`src/rtl/fifo_tx.sv`:
```
// fifo_tx - transmit-side N-char FIFO for an ECSS-E-ST-50-12C link.
//
// Buffers N-chars from the host and hands them to the TX encoder only while
// transmit credit is available. Each FCT reported by the local receiver adds
// FCT_CREDIT; each N-char read consumes one credit. An FCT that would push
// credit above MAX_CREDIT is refused and latches credit_error.
//
// Ports:
//   clock        system clock, rising edge
//   reset        asynchronous, active-low reset
//   wr_en        host write strobe, one entry per cycle while not full
//   data_in      host N-char (bit 8 = control flag, bits 7:0 = data)
//   rd_en        encoder read request, single-cycle pulse
//   fct_in       single-cycle pulse, one FCT decoded by the receiver
//   data_out     registered N-char to the encoder
//   data_valid   one-cycle pulse, data_out holds a freshly read N-char
//   f_full       FIFO holds 2**AWIDTH entries
//   f_empty      FIFO holds no entries
//   credit_ok    tx_credit is non-zero
//   tx_credit    current transmit credit, 0..MAX_CREDIT
//   credit_error sticky remote credit overflow flag
//   counter      FIFO occupancy, 0..2**AWIDTH
//
// Credit FSM:
//   state      | meaning
//   NO_CREDIT  | tx_credit == 0, reads are held off
//   HAS_CREDIT | 0 < tx_credit <= MAX_CREDIT, reads allowed
//   ERROR      | credit overflow seen; accounting continues until reset

module fifo_tx #(
    parameter int DWIDTH     = 9,
    parameter int AWIDTH     = 6,
    parameter int MAX_CREDIT = 56,
    parameter int FCT_CREDIT = 8
) (
    input  logic              clock,
    input  logic              reset,
    input  logic              wr_en,
    input  logic [DWIDTH-1:0] data_in,
    input  logic              rd_en,
    input  logic              fct_in,
    output logic [DWIDTH-1:0] data_out,
    output logic              data_valid,
    output logic              f_full,
    output logic              f_empty,
    output logic              credit_ok,
    output logic [AWIDTH-1:0] tx_credit,
    output logic              credit_error,
    output logic [AWIDTH:0]   counter
);

    localparam int DEPTH = 2 ** AWIDTH;
    localparam logic [AWIDTH:0] DEPTH_C = (AWIDTH + 1)'(DEPTH);
    localparam logic [AWIDTH:0] MAX_C   = (AWIDTH + 1)'(MAX_CREDIT);
    localparam logic [AWIDTH:0] FCT_C   = (AWIDTH + 1)'(FCT_CREDIT);

    typedef enum logic [1:0] {
        NO_CREDIT  = 2'd0,
        HAS_CREDIT = 2'd1,
        ERROR      = 2'd2
    } credit_state_t;

    credit_state_t     state;
    logic [DWIDTH-1:0] mem [DEPTH];
    logic [AWIDTH-1:0] wr_ptr;
    logic [AWIDTH-1:0] rd_ptr;

    logic              wr_acc;
    logic              rd_acc;
    logic [AWIDTH:0]   counter_next;
    logic [AWIDTH:0]   cred_base;
    logic [AWIDTH:0]   cred_sum;
    logic              fct_ovf;
    logic [AWIDTH:0]   credit_next;

    always_comb begin
        wr_acc = wr_en && !f_full;
        rd_acc = rd_en && !f_empty && credit_ok;

        counter_next = counter;
        if (wr_acc && !rd_acc)
            counter_next = counter + (AWIDTH + 1)'(1);
        else if (rd_acc && !wr_acc)
            counter_next = counter - (AWIDTH + 1)'(1);

        // A same-cycle read is taken off first, so the overflow test sees
        // the credit that will really be outstanding after this edge.
        cred_base   = {1'b0, tx_credit} - {{AWIDTH{1'b0}}, rd_acc};
        cred_sum    = cred_base + FCT_C;
        fct_ovf     = fct_in && (cred_sum > MAX_C);
        credit_next = cred_base;
        if (fct_in && !fct_ovf)
            credit_next = cred_sum;
    end

    // Storage is deliberately left out of reset.
    always_ff @(posedge clock) begin
        if (wr_acc)
            mem[wr_ptr] <= data_in;
    end

    always_ff @(posedge clock or negedge reset) begin
        if (!reset) begin
            state        <= NO_CREDIT;
            wr_ptr       <= '0;
            rd_ptr       <= '0;
            counter      <= '0;
            f_full       <= 1'b0;
            f_empty      <= 1'b1;
            data_out     <= '0;
            data_valid   <= 1'b0;
            tx_credit    <= '0;
            credit_ok    <= 1'b0;
            credit_error <= 1'b0;
        end else begin
            if (wr_acc)
                wr_ptr <= wr_ptr + AWIDTH'(1);

            data_valid <= rd_acc;
            if (rd_acc) begin
                data_out <= mem[rd_ptr];
                rd_ptr   <= rd_ptr + AWIDTH'(1);
            end

            counter <= counter_next;
            f_full  <= (counter_next == DEPTH_C);
            f_empty <= (counter_next == '0);

            tx_credit    <= credit_next[AWIDTH-1:0];
            credit_ok    <= (credit_next != '0);
            credit_error <= (state == ERROR) || fct_ovf;

            if ((state == ERROR) || fct_ovf)
                state <= ERROR;
            else if (credit_next == '0)
                state <= NO_CREDIT;
            else
                state <= HAS_CREDIT;
        end
    end

endmodule

```
`config.mk`:
```
export PLATFORM = sky130hd
export DESIGN_NAME = fifo_tx
export DESIGN_NICKNAME = d
export VERILOG_FILES = /design/src/rtl/fifo_tx.sv
export SDC_FILE = /design/constraint.sdc
export NUM_CORES = 1
export LEC_CHECK = 0
export ABC_AREA = 1
export BUFFER_PORTS_ARGS = -buffer_cell sky130_fd_sc_hd__clkbuf_2
export CORE_MARGIN = 2
export CORE_UTILIZATION = 50
export CTS_CLUSTER_SIZE = 24
export DETAILED_ROUTE_END_ITERATION = 12
export PLACE_DENSITY = 0.71
export SLEW_MARGIN = 20
export SYNTH_ARGS = -nofsm -noshare
export SYNTH_HDL_FRONTEND = slang
export SYNTH_SLANG_ARGS = --single-unit
```
`constraint.sdc`:
```
create_clock -name clock -period 3.1 [get_ports clock]
set_input_delay 0.775 -clock clock [delete_from_list [all_inputs] [get_ports clock]]
set_output_delay 0.775 -clock clock [all_outputs]
set_load 0.05 [all_outputs]
```
-- After elaboration in Yosys (flattened, before gate mapping)
Memory sizes are Yosys's and may differ from the RTL's. A register that Yosys moved wholly into a read port is not among the register bits.
Cells that the tools add are included.
- register bits: 32
- memory bits (read-only): 0
- input bits: 14
- bits in writable memories: 576
- output and inout bits: 27
- memories: 1
- logic and storage cells: 44
- latch bits: 0
- memory list (memory ; words ; width ; read ports ; clocked after memory_dff ; wr ports ; line ; text):
    mem ; 64 ; 9 ; 1 ; 1 ; 1 ; 64 ; logic [DWIDTH-1:0] mem [DEPTH];
- muxes and demuxes: 7
- reduce and logical (&&, ||, !) cells: 17
- add/subtract/negate cells: 6
- shifts and indexed selects: 0
- order comparisons: 1
- eq/ne operators: 2
- multipliers: 0
- div/mod/pow operators: 0
- bitwise logic cells: 0
- operators with widths (cell ; count):
    $mux 7 ; 3
    $logic_not 7->1 ; 2
    $add 6x1->6 const B ; 2
    $add 7x1->7 const B ; 1
    $add 7x4->7 const B ; 1
    $eq 7x7->1 const B ; 1
    $gt 7x6->1 const B ; 1
    $logic_and 1x1->1 ; 7
    $reduce_bool 7->1 ; 1
    $sub 6x1->7 ; 1
    $sub 7x1->7 const B ; 1
    $logic_not 1->1 ; 6
    $mux 1 ; 3
    $eq 2x2->1 const B ; 1
    $mux 2 ; 1
    $logic_or 1x1->1 ; 1

-- Depth between registers and ports, before layout
- depth in word-level cells: 13
- mapped depth: 20
- depth with buffers taken out: 19

-- Worst setup path before layout
Ideal clock, no wire load.
- kind: input -> register
- from: input port rd_en
- to: register credit_ok
- data required time: 2.975 ns
- slack: 0.013 ns
- arrival time: 2.961 ns
- stages on the path: 19
- cell sequence: nand2_1 nor2_4 buf_2 ha_1 ha_1 nand2_1 nand2_1 nand2_1 ha_1 inv_1 nand4_1 o21ai_0 nor2_1 nor2_1 nand3_1 nand2_1 inv_1 nor2_1 nand3_1
- cells in the longest elaborated chain, start to end: 10
- ends and longest elaborated chain (item ; line ; text):
    start, declared ; 40 ; input logic rd_en,
    $logic_and 1x1->1 * (2 in a row) ; 78 ; rd_acc = rd_en && !f_empty && credit_ok;
    net rd_acc ; 69 ; logic rd_acc;
    $sub 6x1->7 * ; 88 ; cred_base = {1'b0, tx_credit} - {{AWIDTH{1'b0}}, rd_acc};
    $add 7x4->7 ; 89 ; cred_sum = cred_base + FCT_C;
    $gt 7x6->1 ; 90 ; fct_ovf = fct_in && (cred_sum > MAX_C);
    $logic_and 1x1->1 ; 90 ;
    $logic_not 1->1 ; 92 ; if (fct_in && !fct_ovf)
    $logic_and 1x1->1 ; 92 ;
    $mux 7 * ; 92 ;
    net credit_next[4] ; 74 ; logic [AWIDTH:0] credit_next;
    $reduce_bool 7->1 * ; 130 ; credit_ok <= (credit_next != '0);
    end signal, assigned ; 130 ;
    end, declared ; 46 ; output logic credit_ok,
The timed path passes the listed nets; every way through them passes the cells marked *.
A chain may end at the register's enable or synchronous reset.

-- Worst setup path after layout
- from: register credit_ok
- to: register credit_ok
- cells in the longest elaborated chain, start to end: 9
- ends and longest elaborated chain (item ; line):
    $logic_and 1x1->1 * ; 78
    $sub 6x1->7 * ; 88
    $add 7x4->7 ; 89
    $gt 7x6->1 ; 90
    $logic_and 1x1->1 ; 90
    $logic_not 1->1 ; 92
    $logic_and 1x1->1 ; 92
    $mux 7 * ; 92
    net credit_next[4] ; 74
    $reduce_bool 7->1 * ; 130
Marks and branches as above.

==> flow_summary_export.csv <==
group,metric,value,unit
worst_setup_path,startpoint_type,"flip-flop",
sta,slew_violations,0,
power,powerDensity,926,nW/um^2
synthesis,synth_cell_types,36,
cts,cts_max_level,2,
route,dr_total_vias,16300,
grt,grt_overflow,0,
route,drt-vias-per-instance,5.78,
worst_setup_path,cp.arrival,3.15,ns
synthesis,synth.avg_cell_area,12.3,sq um
cells_and_area,diodes,0,
synthesis,yosys_warnings,0,
route,drtAntennaViolNets,0,
cts,cts_tree,"done",
grt,antenna_found_initial,1,
worst_setup_path,crit_type,"flip-flop to flip-flop",
die,rows,81,
cells_and_area,finish.utilization,57.5,%
power,p_leak,0.00967,uW
sta,fin_tns_setup,0,ns
synthesis,synth_xor_area_share,0.490,%
cts,ctsHoldBuffers,0,
synthesis,synth_fp_nets,2050,
sta,skew,0.0196,ns
route,drc,0,
grt,grt_pass1_wl,92000,um
cts,cts.sinks,616,
die,die_height,228,um
placement,gp_congestion,0.865,
sta,tightest_slew,1.09,ns
route,routedWlPerCell,21.2,um
die,die_w,228,um
synthesis,syn_area,25000,sq um
die,initial_core_util,50.9,%
die,dieArea,51800,sq um
route,finalWirelength,59800,um
sta,rsz0062_at_grt,"no",
synthesis,synth_simple_gate_area_share,11.8,%
synthesis,synth.mux.area_fraction,0,%
cts,post-cts-setup-buffers,0,
grt,grt_pass1_vias,15600,
route,first_pass_iters,5,
cells_and_area,drive_gt1_share,11.5,%
sta,hold_viol,0,
power,ir_worst_vdd,0.803,mV
sta,timing.final.crit_share,85.8,%
grt,globalRouteTotalUtil,23.6,%
sta,final.min_clock_period,2.66,ns
cts,clk_latency,0.62,ns
synthesis,synth_compound_area_share,10.7,%
worst_setup_path,crit_path_end_kind,"flip-flop",
worst_setup_path,required,3.59,ns
flow_run,max_cap_viol_count,0,
sta,setup_viol,0,
cells_and_area,syn_to_final_growth,13.0,%
route,drtIter0Drc,2055,
cells_and_area,fin_nets,2134,
worst_setup_path,critPathMaxFanout,4,
synthesis,synth_top_family_by_area,"simple AND/OR/NAND/NOR gates",
sta,fmax,376,MHz
placement,io_buffers,40,
synthesis,synthAdderAreaFrac,0.400,%
die,core_area,49200,sq um
status,status,"complete, no violations",
cts,cts_max_path_buffers,3,
hold_path,hold_class,"primary input to async pin",
grt,grt_max_degree,104,
placement,hpwlAfterDp,35500,um
cts,numCtsBuffers,59,
die,io_pins,41,
synthesis,yosysSeqAreaShare,73.1,%
synthesis,syn_inst,2028,
cts,cts.repair.resized,0,
synthesis,ys_ff_latch,616,
cts,cts.clk_slew.worst_paths,0.07,ns
sta,slew_headroom,27.0,%
cts,clockRootBuffer,"clkbuf_16",
-- state kept, by name (all words and copies together), names as in the netlist --
signal and flops:
tx_credit 6, mem 576, wr_ptr 6, data_out 9
counter 7, f_full 1, f_empty 1, state 1
rd_ptr 6, credit_ok 1, credit_error 1, data_valid 1
-- final timing paths --
| kind | endpoint | startpoint | slack, ns | cells after the start |
|---|---|---|---|---|
| min reg2reg | credit_error$_DFF_PN0_ | state[0]$_DFF_PN0_ | 0.47 | 1 |
| min in group clock | mem[20][1]$_DFFE_PP_ | data_in[1] | 0.46 | 1 |
| min | data_out[4]$_DFFE_PN0P_ | reset | 0.29 | 1 |
| max | credit_ok$_DFF_PN0_ | credit_ok$_DFF_PN0_ | 0.44 | 18 |
| max in group asynchronous | rd_ptr[1]$_DFFE_PN0P_ | reset | 2.11 | 1 |
| max reg2reg | credit_ok$_DFF_PN0_ | credit_ok$_DFF_PN0_ | 0.44 | 18 |
-- critical path, stage by stage, from the launching register on --
cell and delay [ns]:
dfrtp_1 0.37, nand2_1 0.10, nor2_4 0.12, ha_1 0.18, ha_1 0.21, nand2_1 0.09
nand2_1 0.06, nand2_1 0.11, ha_1 0.34, inv_1 0.06, nand4_1 0.11, o21ai_0 0.18
nor2_1 0.09, nor2_1 0.16, nand3_1 0.09, nand2_1 0.08, inv_1 0.06, nor2_1 0.08
nand3_1 0.07
-- through the flow --
step | worst slack (ns) | hold WS (ns) | cells | total power (uW) | area (sq um)
floorplan | 0.0133 | 0.430 | 2028 | 16300 | 25000
global placement | 0.0831 | 0.447 | 2715 | 18900 | 26300
detailed placement | 0.0423 | 0.472 | 2715 | 19100 | 26300
CTS | 0.487 | 0.349 | 2824 | 26200 | 28300
global route | 0.216 | 0.362 | 2824 | 27600 | 28300
finish | 0.439 | 0.292 | 2824 | 26200 | 28300
-- layout make-up --
| type | count | area (sq um) |
|---|---|---|
| timing repair buffer | 142 | 1090 |
| multi-input combinational | 1229 | 5850 |
| clock inverter | 23 | 191 |
| sequential | 616 | 18300 |
| fill | 3906 | 20900 |
| inverter | 64 | 245 |
| tap | 664 | 831 |
| clock buffer | 86 | 1740 |
-- report_power, final --
| part | switching, uW | total, uW | internal (uW) |
|---|---|---|---|
| Clock | 3020 | 7150 | 4130 |
| Combinational | 6480 | 9020 | 2540 |
| Sequential | 383 | 10000 | 9620 |
-- routing by layer --
metal	GRT usage, %	share of wire (%)
met1	33.9	42
met2	37.4	47
met3	3.61	7.9
met4	7.36	2.8
met5	0	0.015
-- cell usage in the layout (no fill, tap or decap), types with 28 or more instances in the layout --
cell type	netlist	layout
edfxtp_1	576	576
nor2_1	435	434
o21ai_0	275	275
nand2_1	180	180
buf_4	4	92
nand3_1	77	77
o22ai_1	72	72
o211ai_1	70	70
clkbuf_16	0	63
inv_1	57	57
clkbuf_2	0	39
dfrtp_1	39	36
o21ai_1	28	28
-- synth_stat cells --
library cell | instances | area (sq um)
edfxtp_1 | 576 | 17300
nor2_1 | 435 | 1630
o21ai_0 | 275 | 1380
nand2_1 | 180 | 676
nand3_1 | 77 | 385
o22ai_1 | 72 | 450
o211ai_1 | 70 | 526
clkbuf_1 | 61 | 229
inv_1 | 57 | 214
dfrtp_1 | 39 | 976
buf_2 | 31 | 155
o21ai_1 | 28 | 140
a21oi_1 | 23 | 115
nand4_1 | 20 | 125
buf_6 | 15 | 169
xor2_1 | 13 | 114
ha_1 | 8 | 100
buf_1 | 7 | 26.3
nor3_1 | 6 | 30.0
inv_2 | 5 | 18.8
o221ai_1 | 5 | 43.8
buf_4 | 4 | 30.0
or2_2 | 4 | 25.0
nor2_4 | 3 | 33.8
clkinv_1 | 2 | 7.51
nand3b_1 | 2 | 15.0
a211oi_1 | 1 | 7.51
buf_12 | 1 | 20.0
dfstp_2 | 1 | 26.3
nand2_2 | 1 | 6.26
nand3_2 | 1 | 10.0
nor2_2 | 1 | 6.26
nor4_1 | 1 | 6.26
o2111ai_1 | 1 | 8.76
or2_1 | 1 | 6.26
xnor2_1 | 1 | 8.76
-- cell families after synthesis --
logic type / after synthesis
AO/OA/AOI/OAI: 475
buffers and inverters: 183
XOR/XNOR: 14
adder cells (fa/ha/maj): 8
AND/OR/NAND/NOR: 732
flip-flops: 616
Power figures use the tool's default switching activity.
